## config.mk

```make
export PLATFORM = sky130hd
export DESIGN_NAME = prbs15_burst_ctrl
export DESIGN_NICKNAME = d
export VERILOG_FILES = /design/src/rtl/prbs15_burst_ctrl.sv
export SDC_FILE = /design/constraint.sdc
export NUM_CORES = 1
export LEC_CHECK = 0
export ABC_AREA = 1
export CAP_MARGIN = 40
export CORE_UTILIZATION = 48
export DETAILED_ROUTE_END_ITERATION = 6
export PLACE_DENSITY = 0.76
export SYNTH_ARGS = -nofsm -noshare
export SYNTH_HDL_FRONTEND = slang
export SYNTH_SLANG_ARGS = --single-unit
```

## constraint.sdc

```tcl
create_clock -name clk_i -period 2.7 [get_ports clk_i]
set_input_delay 0.27 -clock clk_i [delete_from_list [all_inputs] [get_ports clk_i]]
set_output_delay 0.27 -clock clk_i [all_outputs]
set_load 0.02 [all_outputs]
```

## src/rtl/prbs15_burst_ctrl.sv

```systemverilog
// rtl/prbs15_burst_ctrl.sv - burst/gap sequencer driving the seed, load and freeze controls of a prbs15 generator
module prbs15_burst_ctrl #(
  parameter int LEN_W = 16,
  parameter int CNT_W = 8
) (
  input  logic             clk_i,
  input  logic             rst_i,
  input  logic             start_i,
  input  logic             abort_i,
  input  logic [14:0]      seed_i,
  input  logic [LEN_W-1:0] burst_len_i,
  input  logic [LEN_W-1:0] gap_len_i,
  input  logic [CNT_W-1:0] num_bursts_i,
  input  logic             reseed_i,
  output logic [14:0]      lfsr_init_o,
  output logic             load_prbs_o,
  output logic             freeze_o,
  output logic             valid_o,
  output logic             busy_o,
  output logic             done_o,
  output logic [CNT_W-1:0] burst_cnt_o
);

  typedef enum logic [2:0] {S_IDLE, S_LOAD, S_RUN, S_GAP, S_DONE} state_t;

  state_t state_q, state_d;

  logic [14:0]      seed_q, seed_d;
  logic [LEN_W-1:0] len_q, len_d;
  logic [LEN_W-1:0] gap_q, gap_d;
  logic [CNT_W-1:0] num_q, num_d;
  logic             reseed_q, reseed_d;
  logic [LEN_W-1:0] run_cnt_q, run_cnt_d;
  logic [LEN_W-1:0] gap_cnt_q, gap_cnt_d;
  logic [CNT_W-1:0] burst_cnt_q, burst_cnt_d;

  logic run_last, gap_last, burst_last, start_ok;

  assign run_last   = (run_cnt_q == LEN_W'(1));
  assign gap_last   = (gap_cnt_q == LEN_W'(1));
  assign burst_last = (burst_cnt_q == (num_q - CNT_W'(1)));
  assign start_ok   = (state_q == S_IDLE) && start_i && !abort_i;

  always_ff @(posedge clk_i or posedge rst_i) begin
    if (rst_i) begin
      state_q <= S_IDLE;
    end else begin
      state_q <= state_d;
    end
  end

  // abort wins over every transition, including a start request in IDLE
  always_comb begin
    state_d = state_q;
    if (abort_i) begin
      state_d = S_IDLE;
    end else begin
      case (state_q)
        S_IDLE: begin
          if (start_i) begin
            if ((burst_len_i == '0) || (num_bursts_i == '0)) state_d = S_DONE;
            else                                              state_d = S_LOAD;
          end
        end
        S_LOAD: state_d = S_RUN;
        S_RUN: begin
          if (run_last) begin
            if (burst_last)       state_d = S_DONE;
            else if (gap_q != '0) state_d = S_GAP;
            else if (reseed_q)    state_d = S_LOAD;
            else                  state_d = S_RUN;
          end
        end
        S_GAP: begin
          if (gap_last) state_d = reseed_q ? S_LOAD : S_RUN;
        end
        S_DONE:  state_d = S_IDLE;
        default: state_d = S_IDLE;
      endcase
    end
  end

  always_comb begin
    seed_d      = seed_q;
    len_d       = len_q;
    gap_d       = gap_q;
    num_d       = num_q;
    reseed_d    = reseed_q;
    run_cnt_d   = run_cnt_q;
    gap_cnt_d   = gap_cnt_q;
    burst_cnt_d = burst_cnt_q;

    if (start_ok) begin
      seed_d      = seed_i;
      len_d       = burst_len_i;
      gap_d       = gap_len_i;
      num_d       = num_bursts_i;
      reseed_d    = reseed_i;
      burst_cnt_d = '0;
    end

    if ((state_q == S_RUN) && run_last && !abort_i) begin
      burst_cnt_d = burst_cnt_q + CNT_W'(1);
    end

    // reload on every burst start, including a seamless RUN->RUN back-to-back burst
    if ((state_d == S_RUN) && ((state_q != S_RUN) || run_last)) begin
      run_cnt_d = len_q;
    end else if (state_q == S_RUN) begin
      run_cnt_d = run_cnt_q - LEN_W'(1);
    end

    if ((state_d == S_GAP) && (state_q != S_GAP)) begin
      gap_cnt_d = gap_q;
    end else if (state_q == S_GAP) begin
      gap_cnt_d = gap_cnt_q - LEN_W'(1);
    end
  end

  always_ff @(posedge clk_i or posedge rst_i) begin
    if (rst_i) begin
      seed_q      <= '0;
      len_q       <= '0;
      gap_q       <= '0;
      num_q       <= '0;
      reseed_q    <= 1'b0;
      run_cnt_q   <= '0;
      gap_cnt_q   <= '0;
      burst_cnt_q <= '0;
    end else begin
      seed_q      <= seed_d;
      len_q       <= len_d;
      gap_q       <= gap_d;
      num_q       <= num_d;
      reseed_q    <= reseed_d;
      run_cnt_q   <= run_cnt_d;
      gap_cnt_q   <= gap_cnt_d;
      burst_cnt_q <= burst_cnt_d;
    end
  end

  always_comb begin
    load_prbs_o = 1'b0;
    freeze_o    = 1'b1;
    valid_o     = 1'b0;
    busy_o      = 1'b1;
    done_o      = 1'b0;
    case (state_q)
      S_IDLE: busy_o = 1'b0;
      S_LOAD: begin
        load_prbs_o = 1'b1;
        freeze_o    = 1'b0;
      end
      S_RUN: begin
        freeze_o = 1'b0;
        valid_o  = 1'b1;
      end
      S_GAP:   freeze_o = 1'b1;
      S_DONE:  done_o   = 1'b1;
      default: busy_o   = 1'b0;
    endcase
  end

  assign lfsr_init_o = seed_q;
  assign burst_cnt_o = burst_cnt_q;

endmodule

```

==> results of run 1 <==
==> routing by layer <==
metal  vias up  wire length (um)  GRT usage [%]
met1      2346              5898          30.98
met4         0               221          10.14
met5         -                 0              0
li1       2516                 -              -
met3        14               789          5.439
met2       165              6128          38.25
==> path summary, 6_finish.rpt <==
| check | start | end | slack (ns) | cells past startpoint |
|---|---|---|---|---|
| max | state_q[0] | busy_o | 0.20 | 5 |
| min | rst_i | len_q[5] | 0.30 | 2 |
| max reg2reg | num_q[0] | run_cnt_q[8] | 0.35 | 16 |
| min reg2reg | lfsr_init_o[13] | lfsr_init_o[13] | 0.47 | 2 |
| max in group asynchronous | rst_i | gap_q[11] | 1.67 | 3 |
| min in group clk_i | gap_len_i[13] | gap_q[13] | 0.45 | 3 |
==> cell type report <==
| type | instances | area (sq um) | area share (%) |
|---|---|---|---|
| multi-input combinational | 535 | 2564 | 37.67 |
| sequential | 99 | 2477 | 36.40 |
| timing repair buffer | 99 | 960.9 | 14.12 |
| inverter | 82 | 311.5 | 4.577 |
| clock buffer | 11 | 242.7 | 3.566 |
| tap | 140 | 175.2 | 2.574 |
| clock inverter | 4 | 75.07 | 1.103 |
==> power by group <==
part | internal [uW] | leakage, uW | switching, uW
clock | 832 | 0.000148 | 547
combinational | 873 | 0.00192 | 1260
sequential | 1960 | 0.00126 | 409
==> cell families after synthesis <==
group                    count (synthesis)  synth area share (%)
AO/OA/AOI/OAI                           56                 5.659
XOR/XNOR                                26                 4.170
adder cells (fa/ha/maj)                  6                 1.375
buffers and inverters                  107                 7.835
flip-flops                              99                 45.36
AND/OR/NAND/NOR                        447                 35.60
==> per-stage QoR <==
step           util (%)  cells
2_1_floorplan         -    741
3_3_place_gp      59.08    955
3_5_place_dp      59.08    955
6_report          61.97    970
4_1_cts           61.97    970
5_1_grt           61.97    970
==> state kept, by name, summed over array words and instances, names as in the netlist <==
| register | count |
|---|---|
| state_q | 3 |
| len_q | 16 |
| gap_cnt_q | 16 |
| gap_q | 16 |
| run_cnt_q | 16 |
| num_q | 8 |
| burst_cnt_o | 8 |
| reseed_q | 1 |
| lfsr_init_o | 15 |
==> worst max-delay path, delay by kind of cell (launching register included) <==
family                 cells  cell delay (ns)
and+or+nand+nor            2             0.49
DFF                        1             0.43
buffers and inverters      3             0.96
==> cell usage in the layout, fill, tap and decap left out, types with 12 or more instances in the layout <==
cell	n
sky130_fd_sc_hd__nand2_1	245
sky130_fd_sc_hd__dfrtp_1	99
sky130_fd_sc_hd__clkdlybuf4s50_1	87
sky130_fd_sc_hd__inv_1	78
sky130_fd_sc_hd__nand3_1	77
sky130_fd_sc_hd__nor2_1	71
sky130_fd_sc_hd__o21ai_0	38
sky130_fd_sc_hd__nand4_1	21
sky130_fd_sc_hd__xor2_1	19
sky130_fd_sc_hd__buf_4	12
==> results.py, run 1 <==
metrics = {
    "setup_path": {
        "cp.required_ns": 2.43,
        "worst_path_largest_cell_delay_ns": 0.61,
        "critical_path.cell_chain": "inv_1, nor3_4, inv_2, nand3b_1, clkdlybuf4s50_1",
        "critical_path_data_arrival_time_ns": 2.23,
        "path_max_fanout": 17,
        "cp-start-kind": "flip-flop",
        "crit_slowest_cell": "sky130_fd_sc_hd__clkdlybuf4s50_1",
        "setup_cp_type": "flip-flop to output pin",
        "timing.critical_path.to_type": "output pin",
    },
    "global_routing": {
        "grtUsageTotal_pct": 23.83,
        "first_global_vias": 4783,
        "grt_max_degree": 52,
        "initial_antenna_violation_count": 0,
        "overflow": 0,
        "grt_pass1_wl_um": 21760,
    },
    "synthesis": {
        "post_synth_num_cell_types": 35,
        "seq_cells_post_synth": 99,
        "synthMostInstantiatedCell": "sky130_fd_sc_hd__nand2_1",
        "synth_async_sr_flop_share_pct": 100.0,
        "synth_warnings": 0,
        "synth_area_leaders": "sky130_fd_sc_hd__dfrtp_1 45%, sky130_fd_sc_hd__nand2_1 17%, sky130_fd_sc_hd__nand3_1 7.1%",
        "seq_area_frac_synth_pct": 45.36,
        "yosys.area.top_type": "sky130_fd_sc_hd__dfrtp_1",
        "syn-cell-area_sq_um": 5461,
        "synth_cells": 741,
        "synthTopCellsByCount": "245 x sky130_fd_sc_hd__nand2_1, 99 x sky130_fd_sc_hd__dfrtp_1, 79 x sky130_fd_sc_hd__inv_1",
        "synth_top_area_share_pct": 45.36,
        "synth-edff-count": 0,
        "net_count_synth": 807,
        "post_synth.cell_area_avg_sq_um": 7.370,
        "synth_flop_cell": "sky130_fd_sc_hd__dfrtp_1",
    },
    "detailed_routing": {
        "drt_first_iter_violations": 414,
        "wl_per_cell_um": 13.44,
        "drt-vias-per-instance": 5.197,
        "ant_nets": 0,
        "drc_errors": 0,
        "drt_wl_total_um": 13040,
        "detailedRoute.firstPassIterationCount": 6,
        "vias": 5041,
    },
    "cts": {
        "clock_root_cell": "sky130_fd_sc_hd__clkbuf_16",
        "ctsLongestPathBuffers": 2,
        "numCtsBuffers": 9,
        "htreeDepth": 3,
        "clk_lat_worst_skew_ns": 0.35,
        "post_cts_setup_buffer_count": 0,
        "cts_tree": "done",
        "cts-resized-gates": 0,
        "hold_fix_buffers_at_cts": 0,
        "cts_num_sinks": 99,
        "clk_transition_reported_paths_ns": 0.07,
    },
    "pwr": {
        "total_power_uw": 5874,
        "ir_worst_vdd_uv": 728.1,
        "total_leakage_power_uw": 0.003325,
        "power_per_cell_area_nw_per_um2": 863.1,
    },
    "timing": {
        "setup_repair_after_global_routing_missed_its_margin": "no",
        "min_period_ns": 2.503,
        "hold_viol_final": 0,
        "finalSetupTns_ns": 0,
        "worst_clock_skew_ns": 0.006883,
        "finalSetupViolCount": 0,
        "hold_ws_ns": 0.2954,
        "final_max_slew_viol_count": 0,
        "setup_ws_ns": 0.1973,
        "final_cycle_share_pct": 92.69,
        "relSlewSlack_pct": 65.61,
        "fmax_mhz": 399.6,
        "worst-slew-pin-transition_ns": 0.5148,
    },
    "floorplan": {
        "rows": 38,
        "starting_density_of_the_core_pct": 49.73,
        "core_region_area_sq_um": 10980,
        "dieArea_sq_um": 11810,
        "chipWidth_um": 108.7,
        "top_level_ports": 88,
        "floorplan.die.height_um": 108.7,
    },
    "layout": {
        "share_of_final_layout_standard_cells_stronger_than_drive_strength_1_pct": 5.783,
        "syn2layout_area_growth_pct": 24.63,
        "layout.filler_cells": 960,
        "insertedDiodeCount": 0,
        "final_nets": 892,
        "final_cell_area_sq_um": 6807,
    },
    "placed_design": {
        "post_dp_cell_area_sq_um": 6489,
        "place.gp.congestion": 0.8414,
        "dp_worst_setup_slack_ns": 0.4050,
        "hpwl_um": 9649,
        "port_buffers": 87,
    },
    "status": {
        "status": "complete, no violations",
    },
    "job": {
        "drv.max_cap_violation_count": 0,
    },
    "min_path": {
        "worstHoldPathType": "input port to async pin",
    },
}
Note: power is estimated with default switching activity, not from simulation.
==> run 2, diff against run 1 <==
--- a/config.mk
+++ b/config.mk
@@ -10,6 +10,8 @@
 export CORE_UTILIZATION = 48
 export DETAILED_ROUTE_END_ITERATION = 6
 export PLACE_DENSITY = 0.76
+export RECOVER_POWER = 100
+export SLEW_MARGIN = 20
 export SYNTH_ARGS = -nofsm -noshare
 export SYNTH_HDL_FRONTEND = slang
 export SYNTH_SLANG_ARGS = --single-unit
==> results.py, run 2 (synthesis gave the netlist of run 1 again) <==
metrics = {
    "timing": {
        "setup_repair_after_global_routing_missed_its_margin": "no",
        "fmax_mhz": 402.6,
        "final_cycle_share_pct": 92.00,
        "worst-slew-pin-transition_ns": 1.034,
        "worst_clock_skew_ns": 0.007391,
        "final_max_slew_viol_count": 0,
        "relSlewSlack_pct": 30.68,
        "min_period_ns": 2.484,
        "finalSetupTns_ns": 0,
        "hold_ws_ns": 0.4481,
        "finalSetupViolCount": 0,
        "hold_viol_final": 0,
    },
    "job": {
        "drv.max_cap_violation_count": 0,
    },
    "setup_path": {
        "crit-reg2reg-capture": "run_cnt_q[13]",
        "reg2reg_setup_slack_ns": 0.35,
        "critical_path_data_arrival_time_ns": 2.21,
        "ff2ff_path_depth": 16,
        "cp-start-kind": "flip-flop",
        "setup_cp_type": "flip-flop to output pin",
        "path_max_fanout": 17,
        "cp.required_ns": 2.43,
        "timing.critical_path.to_type": "output pin",
        "rr_startpoint": "num_q[0]",
    },
    "global_routing": {
        "initial_antenna_violation_count": 0,
        "grt_pass1_wl_um": 21760,
        "overflow": 0,
        "grtUsageTotal_pct": 23.83,
        "grt_max_degree": 52,
        "first_global_vias": 4783,
    },
    "cts": {
        "htreeDepth": 3,
        "hold_fix_buffers_at_cts": 0,
        "clk_lat_worst_skew_ns": 0.35,
        "clock_root_cell": "sky130_fd_sc_hd__clkbuf_16",
        "cts-resized-gates": 0,
        "ctsLongestPathBuffers": 2,
        "clk_transition_reported_paths_ns": 0.07,
        "cts_tree": "done",
        "cts_num_sinks": 99,
        "post_cts_setup_buffer_count": 0,
        "numCtsBuffers": 9,
    },
    "status": {
        "status": "complete, no violations",
    },
    "detailed_routing": {
        "drc_errors": 0,
        "vias": 5049,
        "wl_per_cell_um": 13.40,
        "drt-vias-per-instance": 5.205,
        "drt_first_iter_violations": 393,
        "drt_wl_total_um": 13000,
        "detailedRoute.firstPassIterationCount": 5,
        "ant_nets": 0,
    },
    "floorplan": {
        "floorplan.die.height_um": 108.7,
        "core_region_area_sq_um": 10980,
        "top_level_ports": 88,
        "rows": 38,
        "dieArea_sq_um": 11810,
        "starting_density_of_the_core_pct": 49.73,
        "chipWidth_um": 108.7,
    },
    "pwr": {
        "ir_worst_vdd_uv": 725.0,
        "total_leakage_power_uw": 0.003372,
        "power_per_cell_area_nw_per_um2": 860.7,
    },
    "layout": {
        "final_cell_mix": "245 x sky130_fd_sc_hd__nand2_1, 99 x sky130_fd_sc_hd__dfrtp_1, 78 x sky130_fd_sc_hd__inv_1, 77 x sky130_fd_sc_hd__nand3_1, 73 x sky130_fd_sc_hd__nor2_1",
        "insertedDiodeCount": 0,
        "final_nets": 892,
        "share_of_final_layout_standard_cells_stronger_than_drive_strength_1_pct": 5.301,
        "syn2layout_area_growth_pct": 24.06,
        "layout_commonest_cell": "sky130_fd_sc_hd__nand2_1",
    },
    "min_path": {
        "worstHoldPathType": "input port to flip-flop",
        "worst_hold_startpoint": "seed_i[5]",
        "depth_of_the_worst_hold_timing_path": 3,
        "whs_endpoint": "lfsr_init_o[5]",
    },
    "placed_design": {
        "port_buffers": 87,
        "hpwl_um": 9649,
        "place.gp.congestion": 0.8414,
    },
}
[run 2: cell types whose count changed in the layout (fill, tap and decap cells not counted), sizes merged]
cell           delta
buf               -5
clkdlybuf4s50    -28
dlygate4sd3      +28
clkbuf            +5
[run 2: where the power goes]
| part | switching [uW] | internal (uW) |
|---|---|---|
| clock | 547 | 832 |
| sequential | 405 | 1960 |
| combinational | 1250 | 838 |
| total | 2200 | 3630 |
[run 2: worst max-delay path, stage by stage, from the launching register on]
cell,delay [ns]
sky130_fd_sc_hd__dfrtp_1,0.43
sky130_fd_sc_hd__inv_1,0.11
sky130_fd_sc_hd__nor3_4,0.33
sky130_fd_sc_hd__inv_2,0.23
sky130_fd_sc_hd__nand3b_1,0.15
sky130_fd_sc_hd__clkdlybuf4s50_1,0.60
[run 2: final cells by class]
cell class / count / area (sq um)
Clock buffer: 11 / 242.7
Clock inverter: 4 / 75.07
Fill cell: 968 / 4208
Inverter: 82 / 309.0
Multi-Input combinational cell: 535 / 2549
Sequential cell: 99 / 2477
Tap cell: 140 / 175.2
Timing Repair Buffer: 99 / 947.2
[run 2: how the worst max path moves through the flow]
stage / startpoint / endpoint / depth (start not counted)
finish: state_q[0] / busy_o / 5
global route: num_q[0] / run_cnt_q[0] / 17
CTS: state_q[0] / busy_o / 5
detailed placement: num_q[0] / run_cnt_q[8] / 16
global placement: num_q[0] / run_cnt_q[15] / 16
floorplan: num_q[0] / run_cnt_q[11] / 17
[run 2: metal layers]
metal / wire (um) / vias to the layer above / global-route usage (%)
met3: 801 / 16 / 5.439
met2: 6098 / 164 / 38.25
met5: 0 / - / 0
li1: - / 2513 / -
met4: 220 / 0 / 10.14
met1: 5879 / 2356 / 30.98
[run 2: stage by stage]
step / total power, uW / utilization, % / worst slack [ns] / instance area (sq um) / std cells
floorplan: 3838 / - / 0.6011 / 5465 / 741
global placement: 4412 / 59.08 / 0.4904 / 6489 / 955
detailed placement: 4495 / 59.08 / 0.4050 / 6489 / 955
CTS: 5901 / 61.97 / 0.1486 / 6807 / 970
global route: 6270 / 61.69 / 0.02704 / 6775 / 970
finish: 5831 / 61.69 / 0.2159 / 6775 / 970
